**config.mk**
```make
export PLATFORM = sky130hd
export DESIGN_NAME = key_event
export DESIGN_NICKNAME = d
export VERILOG_FILES = /design/src/rtl/key_event_pkg.sv /design/src/rtl/key_edge_det.sv /design/src/rtl/key_event.sv
export SDC_FILE = /design/constraint.sdc
export NUM_CORES = 1
export LEC_CHECK = 0
export ABC_AREA = 1
export CAP_MARGIN = 25
export CORE_UTILIZATION = 60
export DETAILED_ROUTE_END_ITERATION = 7
export HOLD_SLACK_MARGIN = 0.12
export PLACE_DENSITY = 0.85
export SLEW_MARGIN = 20
export SYNTH_ARGS = -nofsm -noshare
export SYNTH_HDL_FRONTEND = slang
export SYNTH_HIERARCHICAL = 1
export SYNTH_SLANG_ARGS = --single-unit
```
**constraint.sdc**
```tcl
create_clock -name clk -period 2 [get_ports clk]
set_input_delay 0.4 -clock clk [delete_from_list [all_inputs] [get_ports clk]]
set_output_delay 0.4 -clock clk [all_outputs]
set_load 0.01 [all_outputs]
```
**src/rtl/key_event_pkg.sv**
```systemverilog
// Shared definitions for the key event decoder.
//   key_state_e      : FSM state encoding (IDLE, PRESS, HOLD)
//   LONG_TIME_DEF    : default long-press hold time in clk cycles (1 s at 50 MHz)
//   REPEAT_TIME_DEF  : default auto-repeat period in clk cycles (200 ms at 50 MHz)
//   CNT_W_DEF        : default hold-counter width
package key_event_pkg;

  typedef enum logic [1:0] {
    IDLE  = 2'd0,
    PRESS = 2'd1,
    HOLD  = 2'd2
  } key_state_e;

  localparam int unsigned LONG_TIME_DEF   = 50_000_000;
  localparam int unsigned REPEAT_TIME_DEF = 10_000_000;
  localparam int unsigned CNT_W_DEF       = 32;

endpackage

```
**src/rtl/key_edge_det.sv**
```systemverilog
// Edge detector for a level that is already synchronous to clk.
// Keeps the previous level (reset to 1, released / inactive) and flags edges.
// The same block serves the coin-sensor inputs.
// Ports:
//   clk, rst_n : clock, asynchronous active-low reset
//   key_level  : current synchronous level
//   fall       : previous level 1, current level 0 (combinational)
//   rise       : previous level 0, current level 1 (combinational)
module key_edge_det (
  input  logic clk,
  input  logic rst_n,
  input  logic key_level,
  output logic fall,
  output logic rise
);

  logic key_d_q;
  logic key_d_d;

  always_comb begin
    key_d_d = key_level;
  end

  // Reset to released so a key held through reset produces a press.
  always_ff @(posedge clk or negedge rst_n) begin
    if (!rst_n) key_d_q <= 1'b1;
    else        key_d_q <= key_d_d;
  end

  assign fall = key_d_q & ~key_level;
  assign rise = ~key_d_q & key_level;

endmodule

```
**src/rtl/key_event.sv**
```systemverilog
// Key event decoder: turns a debounced active-low key level into
// single-cycle press / release / short / long / repeat pulses for the
// vending-controller FSM. One instance per key.
// Optional feature macro: KEY_EVENT_REPEAT_EN (auto-repeat while held).
// Ports:
//   clk, rst_n    : clock, asynchronous active-low reset
//   key_level     : debounced synchronous key level, 0 = pressed
//   pressed       : registered, 1 while the FSM is not in IDLE
//   press_pulse   : one cycle per press
//   release_pulse : one cycle per release
//   short_pulse   : release before the long-press time
//   long_pulse    : hold reached LONG_TIME cycles
//   repeat_pulse  : auto-repeat, constant 0 without KEY_EVENT_REPEAT_EN
//
// state | meaning
// IDLE  | key released, waiting for a fall
// PRESS | key down, counting toward LONG_TIME
// HOLD  | long press reported, waiting for release (repeating if enabled)
module key_event
  import key_event_pkg::*;
#(
  parameter int unsigned LONG_TIME   = LONG_TIME_DEF,
  parameter int unsigned REPEAT_TIME = REPEAT_TIME_DEF,
  parameter int unsigned CNT_W       = CNT_W_DEF
) (
  input  logic clk,
  input  logic rst_n,
  input  logic key_level,
  output logic pressed,
  output logic press_pulse,
  output logic release_pulse,
  output logic short_pulse,
  output logic long_pulse,
  output logic repeat_pulse
);

  if (LONG_TIME < 2) begin : g_bad_long
    $error("key_event: LONG_TIME must be >= 2");
  end
  if (REPEAT_TIME < 2) begin : g_bad_repeat
    $error("key_event: REPEAT_TIME must be >= 2");
  end
  if ($clog2(LONG_TIME) > CNT_W) begin : g_bad_width
    $error("key_event: CNT_W too narrow for LONG_TIME");
  end

  localparam logic [CNT_W-1:0] LONG_TC = CNT_W'(LONG_TIME - 1);

  logic fall;
  logic rise;

  key_edge_det u_edge (
    .clk       (clk),
    .rst_n     (rst_n),
    .key_level (key_level),
    .fall      (fall),
    .rise      (rise)
  );

  key_state_e       state_q,   state_d;
  logic [CNT_W-1:0] count_q,   count_d;
  logic             pressed_q, pressed_d;
  logic             press_q,   press_d;
  logic             release_q, release_d;
  logic             short_q,   short_d;
  logic             long_q,    long_d;
  logic             repeat_d;

`ifdef KEY_EVENT_REPEAT_EN
  localparam logic [CNT_W-1:0] REPEAT_TC = CNT_W'(REPEAT_TIME - 1);
  logic repeat_q;
`endif

  always_comb begin
    state_d   = state_q;
    count_d   = count_q;
    press_d   = 1'b0;
    release_d = 1'b0;
    short_d   = 1'b0;
    long_d    = 1'b0;
    repeat_d  = 1'b0;
    case (state_q)
      IDLE: begin
        if (fall) begin
          press_d = 1'b1;
          count_d = '0;
          state_d = PRESS;
        end
      end
      PRESS: begin
        // Release on the terminal cycle still counts as a short press.
        if (rise) begin
          release_d = 1'b1;
          short_d   = 1'b1;
          count_d   = '0;
          state_d   = IDLE;
        end else if (count_q == LONG_TC) begin
          long_d  = 1'b1;
          count_d = '0;
          state_d = HOLD;
        end else begin
          count_d = count_q + CNT_W'(1);
        end
      end
      HOLD: begin
        if (rise) begin
          release_d = 1'b1;
          count_d   = '0;
          state_d   = IDLE;
        end else begin
`ifdef KEY_EVENT_REPEAT_EN
          if (count_q == REPEAT_TC) begin
            repeat_d = 1'b1;
            count_d  = '0;
          end else begin
            count_d = count_q + CNT_W'(1);
          end
`else
          count_d = '0;
`endif
        end
      end
      default: begin
        count_d = '0;
        state_d = IDLE;
      end
    endcase
    pressed_d = (state_d != IDLE);
  end

  always_ff @(posedge clk or negedge rst_n) begin
    if (!rst_n) begin
      state_q   <= IDLE;
      count_q   <= '0;
      pressed_q <= 1'b0;
      press_q   <= 1'b0;
      release_q <= 1'b0;
      short_q   <= 1'b0;
      long_q    <= 1'b0;
`ifdef KEY_EVENT_REPEAT_EN
      repeat_q  <= 1'b0;
`endif
    end else begin
      state_q   <= state_d;
      count_q   <= count_d;
      pressed_q <= pressed_d;
      press_q   <= press_d;
      release_q <= release_d;
      short_q   <= short_d;
      long_q    <= long_d;
`ifdef KEY_EVENT_REPEAT_EN
      repeat_q  <= repeat_d;
`endif
    end
  end

  assign pressed       = pressed_q;
  assign press_pulse   = press_q;
  assign release_pulse = release_q;
  assign short_pulse   = short_q;
  assign long_pulse    = long_q;
`ifdef KEY_EVENT_REPEAT_EN
  assign repeat_pulse  = repeat_q;
`else
  // repeat_d is always 0 here; kept so both builds share one FSM body.
  logic unused_repeat;
  assign unused_repeat = repeat_d;
  assign repeat_pulse  = 1'b0;
`endif

endmodule
```
# After elaboration in Yosys (flattened, before gate mapping)
# Index checks and enable logic that the tools add are counted.
[word_totals]
reg_bits = 40
latch_bits = 0
ram_bits = 0
mem_bits_ro = 0
inputBits = 3
out_inout_bits = 6
memories = 0
[op_classes]
add_sub_neg = 1
mul = 0
div_mod_pow = 0
magnitude_cmp = 0
eq_ne = 4
shifts = 0
mux = 17
bitwise = 4
reduce_logical = 3
[ops]
columns = ["op", "count"]
rows = [
  ["32-bit two-way mux", 3],
  ["32-bit one-hot mux with 2 select lines", 1],
  ["32-bit by 1-bit adder with 32-bit output (second input constant)", 1],
  ["32-bit by 26-bit == test with 1-bit output (second input constant)", 1],
  ["1-bit two-way mux", 8],
  ["2-bit two-way mux", 4],
  ["2-bit one-hot mux with 3 select lines", 1],
  ["1-bit bitwise AND", 2],
  ["2-bit by 1-bit == test with 1-bit output (second input constant)", 1],
  ["2-bit == test (second input constant)", 1],
  ["2-bit logical NOT", 1],
  ["2-bit != test (second input constant)", 1],
  ["1-bit inverter", 2],
  ["2-bit nonzero test", 1],
  ["2-bit OR reduction", 1],
]

# Longest topological paths before layout
[depth]
word_depth = 5
ltp_mapped = 12
depth_no_buf = 12

# Cells and area by module
# The synthesis kept the hierarchy.
[modules_own_cells]
columns = ["mod", "instances", "cells_per_inst", "area_each_um2", "seq_area_each_um2"]
rows = [
  ["key_event", 1, 320, 2382.3, 975.9],
  ["key_edge_det", 1, 5, 41.3, 26.3],
]

# Worst setup path before layout
# No wires, ideal clock.
[synth_timing]
kind = "reg-to-reg"
startpoint = "reg u_edge.key_d_q"
endpoint = "reg count_q[28]"
setup_time_ns = 0.116
t_arrival_ns = 1.555
slack_ns = 0.329
stages_incl_launch_ff = 12
synth_period_minus_slack_ns = 1.671
path_cell_list = "dfstp_2 -> inv_1 -> nor2_1 -> inv_1 -> nand2_4 -> nand4_4 -> nor2_2 -> nand4_1 -> nor2_1 -> nand2_1 -> nand2_1 -> nor2_1"
[synth_lines]
columns = ["element", "line_no", "text"]
rows = [
  ["start: declaration", "key_edge_det.sv:17", "logic key_d_q;"],
  ["start signal: assignment", "key_edge_det.sv:27", "else key_d_q <= key_d_d;"],
  ["1-bit bitwise AND", "key_edge_det.sv:30", "assign fall = key_d_q & ~key_level;"],
  ["via fall", "key_event.sv:49", "logic fall;"],
  ["2-bit != test (no source line)", "n/a", ""],
  ["end signal: assignment", "key_event.sv:145", "count_q <= count_d;"],
  ["end: declaration", "key_event.sv:61", "logic [CNT_W-1:0] count_q, count_d;"],
]
# The timed path passes the listed nets, and every way through them passes these cells.
# A chain may end at the register's enable or synchronous reset.

# Worst setup path in the final report
[layout_timing]
startpoint = "reg count_q[0]"
endpoint = "reg count_q[17]"
[layout_via]
elab_chain_len = 4
[layout_lines]
columns = ["element", "line_no", "text"]
rows = [
  ["32-bit by 1-bit adder with 32-bit output / 32-bit by 26-bit == test with 1-bit output (equally long branches)", "key_event.sv:102, key_event.sv:97", ""],
  ["32-bit two-way mux (*)", "key_event.sv:97", "end else if (count_q == LONG_TC) begin"],
  ["32-bit two-way mux (*)", "key_event.sv:92", "if (rise) begin"],
  ["32-bit one-hot mux with 2 select lines (*)", "key_event.sv:82", "case (state_q)"],
]
# Mark *: on every way between the ends. The rest lies on a longest branch, timed or not.

==> impl_results.md <==
* Synthesized area at 2424 sq um
* Post-route setup slack at 0.1278 ns
* Final setup viols at 0
* Port Buf Inserts at 7
* Max cap viols at 0
* TritonCTS clock tree: done
* Hold path cells at 2
* Critical path required time at 2.18 ns
* Util after Layout at 0.7276
* Synth Area per Inst at 7.457 sq um
* Gr usage total at 0.2853
* Final hold violations at 0
* Synth top area share at 0.4027
* Cts bufs inserted at 5
* Setup TNS at 0 ns
* Tot Pwr at 2.052 mW
* Critical Path AT at 2.06 ns
* Layout cells sized above 1 at 0.1396
* Lkg Pwr at 1.366 nW
* Unique masters post-synth at 31
* Area leader, netlist: dfrtp_1
* R2R depth at 11
* H-Tree Depth at 2
* Number of fill cells at 300
* Min-Delay Path Class: reg2reg
* Largest net degree at the start of global routing at 23
* Placed cells at 390
* Post-DR wirelength/cell at 13.28 um
* CP startpoint kind: register
* Worst-Skew Late Latency at 0.30 ns
* Detail Placement HPWL at 4.022 mm
* # Post-CTS Setup Buffers at 0
* Initial antenna violation count at 0
* Crit path kind: reg2reg
* Initial DRC count at 119
* Vias at 2120
* Die ar. at 4297 sq um
* DIE WIDTH at 65.56 um
* Core box area at 3771 sq um
* Seq/Total Area, Yosys at 0.4135
* Congestion Overflow GR at 0
* Initial Utilization at 0.6427
* Pwr/cell area at 747.7 nW/um^2
* Maximum fanout along the worst path at 6
* DR DRC count at 0
* Placer Congestion at 0.9408
* Pre-CTS setup slack at -0.1185 ns
* Maximum root-to-sink buffer count at 2
* Root Driver: clkbuf_8
* First-pass GRT wire length at 9.232 mm
* Worst IR Drop VDD at 0.0006849 V
* Clock-pin slew on the worst setup and hold paths at 0.08 ns
* Area growth syn-to-layout at 13.22%
* CTS sink count at 40
* RSZ-0062 raised after global routing: false
* Post-Layout Cell Count at 399
* Detail Route Antenna Nets at 0
* Net Count, Synth at 333
* Final-stage net count at 358
* ANT cells at 0
* Worst Setup End Kind: register
* Fmax at 0.5341 GHz
* Status: finished clean
* Vias in the first global route at 2106
* # rows at 22
* Period utilisation layout at 0.9361
* Final min period at 1.872 ns
* Die H at 65.56 um
* Max Slew Vio Count at 0
* Cells taking the most area after synthesis: dfrtp_1, nand2_1, inv_1, nor2_1, xor2_1
* Final setup skew at 0.01021 ns
* Cells after Synth at 325
* DRT Pass-1 Iters at 4
* I/O Pins at 9
* Vias/cell at 5.313
* Synth warn at 6
* Final wirelength at 5.297 mm
* Synth Register Bits at 40
-- flip-flops by register name (all words and copies together) (netlist names) --
signal,flops
long_pulse,1
state_q,2
press_pulse,1
pressed,1
count_q,32
release_pulse,1
short_pulse,1
u_edge/key_d_q,1
-- final cells by class --
cell class,instances,area [sq um],area share
Inverter,56,215.2,0.07843
Sequential cell,40,1002,0.3653
Multi-Input combinational cell,226,1181,0.4305
Timing Repair Buffer,21,185.2,0.06749
Clock buffer,8,100.1,0.03648
Tap cell,48,60.06,0.02189
-- path summary, 6_finish.rpt --
check	from	end	slack [ns]
setup / recovery	count_q[0]	count_q[17]	0.13
hold / removal	count_q[1]	count_q[1]	0.54
setup reg to reg	count_q[0]	count_q[17]	0.13
hold reg to reg	count_q[1]	count_q[1]	0.54
max in group asynchronous	rst_n	u_edge/key_d_q	0.87
min in group asynchronous	rst_n	count_q[10]	0.57
-- metrics by stage --
stage / instance area (sq um) / hold slack (ns)
2_1_floorplan: 2424 / 0.1044
6_report: 2744 / 0.5437
4_1_cts: 2739 / 0.5418
3_3_place_gp: 2629 / 0.3726
3_5_place_dp: 2629 / 0.3754
5_1_grt: 2744 / 0.5827
-- worst max-delay path, stage by stage, from the launching register on --
cell,delay (ns)
dfrtp_1,0.42
ha_1,0.27
nand2_1,0.09
nor2_1,0.18
nand2_1,0.10
nor2_2,0.15
nand2_2,0.09
nand2_4,0.08
nand2_4,0.06
buf_4,0.17
o21ai_1,0.09
inv_1,0.05
-- kinds of logic after synthesis --
group | count (synthesis) | share of synthesized area
compound gates | 21 | 0.05266
flops | 40 | 0.4135
xor+xnor | 13 | 0.04698
simple gates | 186 | 0.3583
other cells | 1 | 0.001547
fa+ha+maj | 5 | 0.02581
buf+inv | 59 | 0.1012
-- metal layers --
layer | wire (um) | global-route usage | vias up
met5 | 0 | 0 | -
met3 | 275 | 0.06771 | 10
met2 | 2487 | 0.4652 | 65
li1 | - | - | 1045
met4 | 84 | 0.1087 | 0
met1 | 2449 | 0.3651 | 1000
-- power breakdown --
group          switching [mW]  internal (mW)
logic                   0.343          0.209
clock network           0.277          0.315
registers              0.0465          0.861
total                   0.666           1.39
-- Yosys cell counts --
cell,number
xnor2_1,2
nand2_4,4
conb_1,1
xor2_1,11
nor2_1,49
o21ai_0,3
o21bai_1,1
and3_1,1
nor2_4,3
nand2_2,2
nand2_1,81
dfstp_2,1
clkinv_4,1
nor3b_1,2
o21ai_1,4
nand3_2,2
buf_6,2
ha_1,5
o21a_1,1
nand3_1,18
a21oi_1,7
buf_4,1
o21ai_2,4
nand4_4,1
nor3_1,6
dfrtp_1,39
nor4_1,2
inv_1,55
a21boi_0,1
nor2_2,8
nand4_1,7
-- timing repair --
| item | CTS | global route |
|---|---|---|
| endpoints found under the setup margin | 0 | 2 |
| hold endpoints to repair | 18 | 0 |
| hold buffers | 1 | 0 |
| gates resized for setup | 0 | 2 |
-- cell usage in the layout, fill, tap and decap left out, types with 5 or more instances in the layout --
cell type	count
nand2_1	81
inv_1	55
nor2_1	47
dfrtp_1	39
nand3_1	18
buf_4	12
xor2_1	11
nor2_2	10
a21oi_1	7
nand4_1	7
clkbuf_8	7
nor3_1	6
clkdlybuf4s50_1	6
ha_1	5
No activity file was read; power rests on OpenSTA's default activity.
